--- src/rtl/uart_pkg.sv ---
// Shared types and defaults for the FIFO-fed UART transmitter.
package uart_pkg;

    typedef enum logic [1:0] {
        IDLE  = 2'd0,
        START = 2'd1,
        DATA  = 2'd2,
        STOP  = 2'd3
    } tx_state_t;

    localparam int unsigned DEFAULT_CLKS_PER_BIT = 868;
    localparam int unsigned DEFAULT_DATA_WIDTH   = 8;

endpackage

--- src/rtl/uart_bit_timer.sv ---
// Bit-period timer: counts 0..CLKS_PER_BIT-1, flags the last cycle of each bit.
module uart_bit_timer
    import uart_pkg::*;
#(
    parameter int unsigned CLKS_PER_BIT = DEFAULT_CLKS_PER_BIT
) (
    input  logic clk,
    input  logic reset,
    input  logic clr,
    output logic bit_end
);

    localparam int unsigned CW = $clog2(CLKS_PER_BIT);

    logic [CW-1:0] cnt_q, cnt_d;

    assign bit_end = (cnt_q == CW'(CLKS_PER_BIT - 1));

    always_comb begin
        cnt_d = cnt_q + 1'b1;
        if (clr || bit_end) begin
            cnt_d = '0;
        end
    end

    always_ff @(posedge clk) begin
        if (!reset) begin
            cnt_q <= '0;
        end else begin
            cnt_q <= cnt_d;
        end
    end

endmodule

--- src/rtl/fifo_uart_tx.sv ---
// Pops words from a FIFO read port and sends each as an 8N1 UART frame, LSB first.
module fifo_uart_tx
    import uart_pkg::*;
#(
    parameter int unsigned DATA_WIDTH   = DEFAULT_DATA_WIDTH,
    parameter int unsigned CLKS_PER_BIT = DEFAULT_CLKS_PER_BIT
) (
    input  logic                  clk,
    input  logic                  reset,
    input  logic                  en,
    input  logic                  empty,
    input  logic [DATA_WIDTH-1:0] r_data,
    output logic                  rd,
    output logic                  tx,
    output logic                  tx_busy,
    output logic                  tx_done_tick
);

    localparam int unsigned IW = $clog2(DATA_WIDTH);

    tx_state_t             state_q, state_d;
    logic [DATA_WIDTH-1:0] shreg_q, shreg_d;
    logic [IW-1:0]         idx_q, idx_d;
    logic                  tx_q, tx_d;
    logic                  bit_end;
    logic                  clr;

    uart_bit_timer #(
        .CLKS_PER_BIT(CLKS_PER_BIT)
    ) u_timer (
        .clk    (clk),
        .reset  (reset),
        .clr    (clr),
        .bit_end(bit_end)
    );

    always_comb begin
        state_d      = state_q;
        shreg_d      = shreg_q;
        idx_d        = idx_q;
        rd           = 1'b0;
        tx_done_tick = 1'b0;
        case (state_q)
            IDLE: begin
                if (reset && en && !empty) begin
                    rd      = 1'b1;
                    shreg_d = r_data;
                    state_d = START;
                end
            end
            START: begin
                if (bit_end) begin
                    state_d = DATA;
                    idx_d   = '0;
                end
            end
            DATA: begin
                if (bit_end) begin
                    shreg_d = shreg_q >> 1;
                    if (idx_q == IW'(DATA_WIDTH - 1)) begin
                        state_d = STOP;
                        idx_d   = '0;
                    end else begin
                        idx_d = idx_q + 1'b1;
                    end
                end
            end
            STOP: begin
                if (bit_end) begin
                    tx_done_tick = reset;
                    state_d      = IDLE;
                end
            end
            default: state_d = IDLE;
        endcase

        clr = (state_d != state_q);

        // tx is registered from the next state so the line follows rd by exactly one edge.
        case (state_d)
            START:   tx_d = 1'b0;
            DATA:    tx_d = shreg_d[0];
            default: tx_d = 1'b1;
        endcase
    end

    always_ff @(posedge clk) begin
        if (!reset) begin
            state_q <= IDLE;
            shreg_q <= '0;
            idx_q   <= '0;
            tx_q    <= 1'b1;
        end else begin
            state_q <= state_d;
            shreg_q <= shreg_d;
            idx_q   <= idx_d;
            tx_q    <= tx_d;
        end
    end

    assign tx      = tx_q;
    assign tx_busy = (state_q != IDLE);

endmodule

--- config.mk ---
export PLATFORM = sky130hd
export DESIGN_NAME = fifo_uart_tx
export DESIGN_NICKNAME = d
export VERILOG_FILES = /design/src/rtl/uart_pkg.sv /design/src/rtl/uart_bit_timer.sv /design/src/rtl/fifo_uart_tx.sv
export SDC_FILE = /design/constraint.sdc
export NUM_CORES = 1
export LEC_CHECK = 0
export CORE_AREA = 2 2 59 61
export CTS_BUF_LIST = sky130_fd_sc_hd__clkbuf_8
export DETAILED_ROUTE_END_ITERATION = 7
export DIE_AREA = 0 0 61 63
export PLACE_DENSITY = 0.64
export SETUP_SLACK_MARGIN = 0.4
export SLEW_MARGIN = 20
export SYNTH_ARGS = -nofsm -noshare
export SYNTH_HDL_FRONTEND = slang
export SYNTH_SLANG_ARGS = --single-unit
--- constraint.sdc ---
create_clock -name clk -period 3.93 [get_ports clk]
set_input_delay 0.9825 -clock clk [delete_from_list [all_inputs] [get_ports clk]]
set_output_delay 0.9825 -clock clk [all_outputs]
set_load 0.01 [all_outputs]
==> flow_metrics.tcl, run 1 <==
set metrics [dict create \
    status "finished, final reports clean" \
    drt_first_pass_iters 4 \
    hold_start "shreg_q[5]" \
    cp.required_ps 2950 \
    postCtsHoldBufs 0 \
    ys_async_sr_fraction_pct 0 \
    netlist_top_cells_area "dfxtp_1 40%, nand3_1 5.4%, a22oi_1 3.7%" \
    final.min_clock_period_ps 3430 \
    dp_cells 190 \
    grt_max_degree 17 \
    relSlewSlack_pct 64.4 \
    fill_cells 323 \
    cts_tree "built" \
    place_congestion 0.797 \
    critical_path_class "input pin to primary output" \
    p_sw_share_pct 21.0 \
    die_x_um 61 \
    core-area_mm2 0.00323 \
    synth_compound_area_share_pct 16.9 \
    start_util_pct 37.6 \
    p_leak_nw 0.512 \
    seq_area_frac_synth_pct 39.5 \
    drv_slew 0 \
    p_clk_share_pct 40.3 \
    grt_pass1_vias 914 \
    synthMuxAreaShare_pct 0.927 \
    routed_wl_mm 2.43 \
    dieHeight_um 63 \
    track_usage_pct 13.6 \
    p_int_w 0.000421 \
    skew_ps 2.79 \
    row_count 21 \
    setup_violations 0 \
    io_buffer_count 15 \
    crit_arrival_ps 2450 \
    worst_pin_slew_ps 533 \
    total_power_w 0.000533 \
    clock_latency_ps 270 \
    reg2reg_from "u_timer.cnt_q[0]" \
    rsz0062_at_grt "false" \
    htreeDepth 1 \
    pwr_density_cell_mw_per_mm2 354 \
    synthCells 131 \
    hold_end "shreg_q[5]" \
    critical_path.top_delay_family "buffers and inverters" \
    cap_violations 0 \
    reg2reg_depth 5 \
    crit_fanout 10 \
    p_seq_share_pct 49.2 \
    switchingPower_w 0.000112 \
    hpwl_mm 1.75 \
    synth_top_family_by_area "simple AND/OR/NAND/NOR gates" \
    drc_errors 0 \
    ir_worst_vdd_uv 233 \
    cp-start-kind "input pin" \
    yosysWarnings 0 \
    end_kind "primary output" \
    synthXorXnorAreaFrac_pct 5.77 \
    grt_pass1_wl_mm 4.04 \
    hold_violations 0 \
    synth.largest_area_cell "dfxtp_1" \
    synth_fa_ha_area_share_pct 3.09 \
    reg2reg_to "tx" \
    cpPeakStageDelay_ps 560 \
    viasPerCell 5.27 \
    fmax_ghz 0.291 \
    hold_depth 2 \
    antenna_found_initial 0 \
    crit_path_frequent_cell "clkdlybuf4s50_1" \
    cts_root_buf "clkbuf_8" \
    syn-num-nets 146 \
    antenna_cells 0 \
    area_growth_pct 24.2 \
    fin_nets 164 \
    synth_edf_count 0 \
    layout-drive-gt1-share_pct 12.8 \
    synth_cell_types 41 \
    hp-class "flip-flop to flip-flop" \
    tns_ps 0 \
    cts_max_path_buffers 2 \
    drtIter0Drc 74 \
    crit_path_top_delay_cell "clkdlybuf4s50_1" \
    synth.cell_area_mm2 0.00121 \
    pwr-share-comb_pct 10.5 \
    via_count 1023 \
    overflow 0 \
    synthFlopType "dfxtp_1" \
    synthSimpleGateAreaFrac_pct 31.2 \
    drtAntennaViolNets 0 \
    final_cells 194 \
    synth_area_per_cell_um2 9.27 \
    ioPinCount 16 \
    cts_buffers 3 \
    synthTopCellsByCount "24 x dfxtp_1, 13 x nand3_1, 12 x nor2_1" \
    fin_crit_sh_pct 87.3 \
    cts.sinks 24 \
    yosysTopAreaCellShare_pct 39.5 \
    ys_seq_elements 24 \
    crit_chain "clkdlybuf4s50_1 -> nor3b_4 -> nand2_2 -> inv_2 -> clkdlybuf4s50_1" \
    yosysMostFrequentCell "dfxtp_1" \
    ff2ff_setup_slack_ps 1980 \
    path_clk_slew_ps 80 \
    critPathBufInv 3 \
    avgRoutedWirePerCell_um 12.5 \
    die-area_mm2 0.00384 \
]
[registers in the layout, indices dropped and copies added, names as in the netlist]
register / count
idx_q: 3
shreg_q: 8
state_q: 2
tx: 1
u_timer.cnt_q: 10
[cells in the final DEF, fill, tap and decap left out, types with 2 or more instances in the layout]
cell type	n
o22ai_1	2
nor2b_1	6
a22oi_1	6
nor3_1	2
and4_1	2
buf_4	2
nand4_1	3
nand3_1	13
and2_1	2
ha_1	3
xnor2_1	4
nor2_1	12
dfxtp_1	24
nor4_1	3
clkdlybuf4s50_1	15
nand2b_1	2
clkbuf_8	3
nand2_1	6
a21boi_1	4
a21boi_0	5
nand3b_1	2
nor3_2	2
xor2_1	4
a31oi_1	2
[power groups by stage]
stage	registers, W	clock network (W)	logic [W]
floorplan	0.000265	0	0.0000332
global placement	0.000267	0	0.0000526
detailed placement	0.000268	0	0.0000544
CTS	0.000262	0.000221	0.0000550
global route	0.000264	0.000228	0.0000620
finish	0.000262	0.000215	0.0000559
[area by class of cell]
| type | count | area [um2] | area share [%] |
|---|---|---|---|
| timing repair buffer | 17 | 165 | 10.9 |
| multi-input combinational | 101 | 727 | 48.2 |
| clock buffer | 3 | 41.3 | 2.74 |
| inverter | 2 | 7.51 | 0.498 |
| tap | 46 | 57.6 | 3.81 |
| clock inverter | 1 | 30.0 | 1.99 |
| sequential | 24 | 480 | 31.8 |
[layer usage]
metal	part of all wire, %	GRT usage (%)
met4	0.78	4.35
met5	0	0
met1	48	19.5
met3	4.6	4.35
met2	47	19.1
[how the worst max path moves through the flow]
stage / endpoint / startpoint / cells after the start / slack [ps]
floorplan: rd / empty / 3 / 1340
global placement: rd / en / 5 / 390
detailed placement: rd / en / 5 / 340
CTS: rd / reset / 5 / 460
global route: rd / en / 5 / 400
finish: rd / en / 5 / 500
[kinds of logic (layout without fill, tap and decap cells)]
logic type,Yosys count,after routing
adders and majority gates,3,3
AOI/OAI and AO/OA,25,25
buffers and inverters,6,23
muxes,1,1
and+or+nand+nor,64,64
DFF,24,24
xor gates and xnor gates,8,8
[what timing repair did]
item                                    4_1_cts  5_1_grt
resized for setup                             2        3
pin swaps                                     0        0
setup buffers                                 0        0
cloned                                        0        0
endpoints found under the setup margin        1        2
[through the flow]
step | instance area, um2 | util (%) | setup WS [ps] | hold WS [ps]
after floorplan | 1210 | - | 1340 | 430
after global placement | 1410 | 43.7 | 386 | 442
after detailed placement | 1410 | 43.7 | 338 | 467
after CTS | 1490 | 46.2 | 459 | 479
after global routing | 1510 | 46.7 | 403 | 504
final | 1510 | 46.7 | 499 | 476
[worst reg2reg max path: stages, from the launching register on]
cell and delay, ps:
dfxtp_1 380, ha_1 300, nand4b_1 340, nor4_1 420, a211oi_1 120, a32oi_1 300
(Power assumes the default switching activity.)
==> inputs of run 2 (changes only) <==
SYNTH_HIERARCHICAL = 1   (was default)
==> run 2 against run 1 <==
  * Sequential power fell by 2%
  * Via count fell by 3.1%
  * Cell area decreased by 3.9%
  * Setup slack better by 11 ps
  * Utilization down 1.8 points
  * Highest routed layer unchanged
  * Final cell count up 1.5%
  * Register-to-register slack worse by 500 ps
  * Combinational power fell by 19%
  * Synthesized area increased by 0.31%
  * First-iteration DRC count shrank 38%
==> flow_metrics.tcl, run 2 <==
set metrics [dict create \
    cp.required_ps 2950 \
    fmax_ghz 0.292 \
    skew_ps 1.63 \
    status "finished, final reports clean" \
    clock_latency_ps 270 \
    hpwl_mm 1.68 \
    final.min_clock_period_ps 3420 \
    cts_tree "built" \
    drt_first_pass_iters 4 \
    final_util_pct 44.9 \
    synth_area_per_cell_um2 8.96 \
    die-area_mm2 0.00384 \
    ys_async_sr_fraction_pct 0 \
    cp-start-kind "input pin" \
    synthTopCellsByCount "24 x dfxtp_1, 17 x nand2_1, 11 x nor2_1" \
    htreeDepth 1 \
    start_util_pct 37.7 \
    largest_reg_flops 10 \
    path_clk_slew_ps 80 \
    layout_setup_ws_ps 510 \
    avgRoutedWirePerCell_um 11.8 \
    grt_pass1_vias 964 \
    relSlewSlack_pct 71.1 \
    crit_arrival_ps 2440 \
    synthFlopType "dfxtp_1" \
    seq_area_frac_synth_pct 39.4 \
    ys_seq_elements 24 \
    viasPerCell 5.03 \
    synth.cell_area_mm2 0.00122 \
    p_leak_nw 0.494 \
    synth_cell_types 40 \
    drc_errors 0 \
    cts.sinks 24 \
    synthCells 136 \
    antenna_found_initial 0 \
    drtIter0Drc 46 \
    track_usage_pct 13.5 \
    fin_nets 168 \
    dp_cells 194 \
    io_buffer_count 15 \
    end_kind "primary output" \
    rsz0062_at_grt "false" \
    cts_buffers 3 \
    crit_fanout 9 \
    grt_max_degree 18 \
    pwr_density_cell_mw_per_mm2 309 \
    postCtsHoldBufs 0 \
    die_x_um 61 \
    synth_edf_count 0 \
    layout_common_cells "24 x dfxtp_1, 17 x nand2_1, 15 x clkdlybuf4s50_1" \
    reg_top3 "u_timer/cnt_q: 10 flops, shreg_q: 8 flops, idx_q: 3 flops" \
    critical_path_class "input pin to primary output" \
    ioPinCount 16 \
    regMostFlops "u_timer/cnt_q" \
    worst_pin_slew_ps 433 \
    routed_wl_mm 2.33 \
    dieHeight_um 63 \
    tns_ps 0 \
    ir_worst_vdd_uv 178 \
    drv_slew 0 \
    final_cells 197 \
    syn-num-nets 151 \
    netlist_top_cells_area "dfxtp_1 39%, a22oi_1 6.2%, nand2_1 5.2%" \
    overflow 0 \
    place_congestion 0.747 \
    yosysTopAreaCellShare_pct 39.4 \
    hp-class "flip-flop to flip-flop" \
    cts_setup_buffers 0 \
    row_count 21 \
    layout-drive-gt1-share_pct 8.61 \
    cap_violations 0 \
    area_growth_pct 19.0 \
    cts_root_buf "clkbuf_8" \
    via_count 991 \
    cts_max_path_buffers 2 \
    core-area_mm2 0.00323 \
    antenna_cells 0 \
    synth.largest_area_cell "dfxtp_1" \
    dp_slack_ps 497 \
    hold_violations 0 \
    setup_violations 0 \
    yosysMostFrequentCell "dfxtp_1" \
    yosysWarnings 6 \
    grt_pass1_wl_mm 4.02 \
    layout_commonest_cell "dfxtp_1" \
    fin_crit_sh_pct 87.0 \
    cts_resized 1 \
    total_power_w 0.000448 \
    drtAntennaViolNets 0 \
]
## run 2: changes by cell type after synthesis, moves of 4 or more
cell	previous run	this run
a21boi_0	5	0
a22oi_1	6	10
nand2_1	6	17
nand3_1	13	7
## run 2: final timing paths
path / start / endpoint / slack, ps / depth (start not counted)
worst min register to register: shreg_q[5] / shreg_q[5] / 460 / 2
worst max-delay path: reset / rd / 510 / 4
worst min-delay path: shreg_q[5] / shreg_q[5] / 460 / 2
worst max register to register: u_timer/cnt_q[0] / u_timer/cnt_q[3] / 1480 / 10
## run 2: per-layer routing
layer | share of wire, % | vias up | wire [um] | GRT usage, %
li1 | - | 518 | - | -
met1 | 49 | 449 | 1150 | 17.6
met2 | 44 | 19 | 1030 | 20.8
met3 | 4.4 | 5 | 103 | 2.48
met4 | 2.1 | 0 | 48 | 6.52
met5 | 0 | - | 0 | 0
## run 2: layout make-up
class                   count  area (um2)
inverters                   5        23.8
clock buffers               3        41.3
repair buffers             16         158
multi-input cells         103         689
well taps                  46        57.6
flip-flops and latches     24         480
fillers                   334        1780
## run 2: stage by stage
stage / hold slack (ps) / instance area (um2)
after CTS: 464 / 1450
after detailed placement: 451 / 1400
after global routing: 480 / 1450
after global placement: 442 / 1400
after floorplan: 426 / 1220
final: 459 / 1450
## run 2: cells by family (layout without fill, tap and decap cells)
logic type | count (synthesis) | after routing | share of synthesized area, %
simple gates | 58 | 58 | 25.6
fa+ha+maj | 3 | 3 | 3.08
xor+xnor | 6 | 6 | 4.31
buf+inv | 9 | 24 | 4.72
compound gates | 35 | 35 | 22.1
flops | 24 | 24 | 39.4
mux | 1 | 1 | 0.821
## run 2: power breakdown
| group | leakage, nW | internal (W) | switching [W] |
|---|---|---|---|
| Sequential | 0.195 | 0.000250 | 0.00000605 |
| Clock | 0.0216 | 0.0000687 | 0.0000783 |
| Combinational | 0.278 | 0.0000259 | 0.0000195 |
| Total | 0.494 | 0.000344 | 0.000104 |
## run 2: critical path, cell delays in order
cell and delay, ps:
clkdlybuf4s50_1 490, nand3b_1 170, nor2_4 220, clkdlybuf4s50_1 570
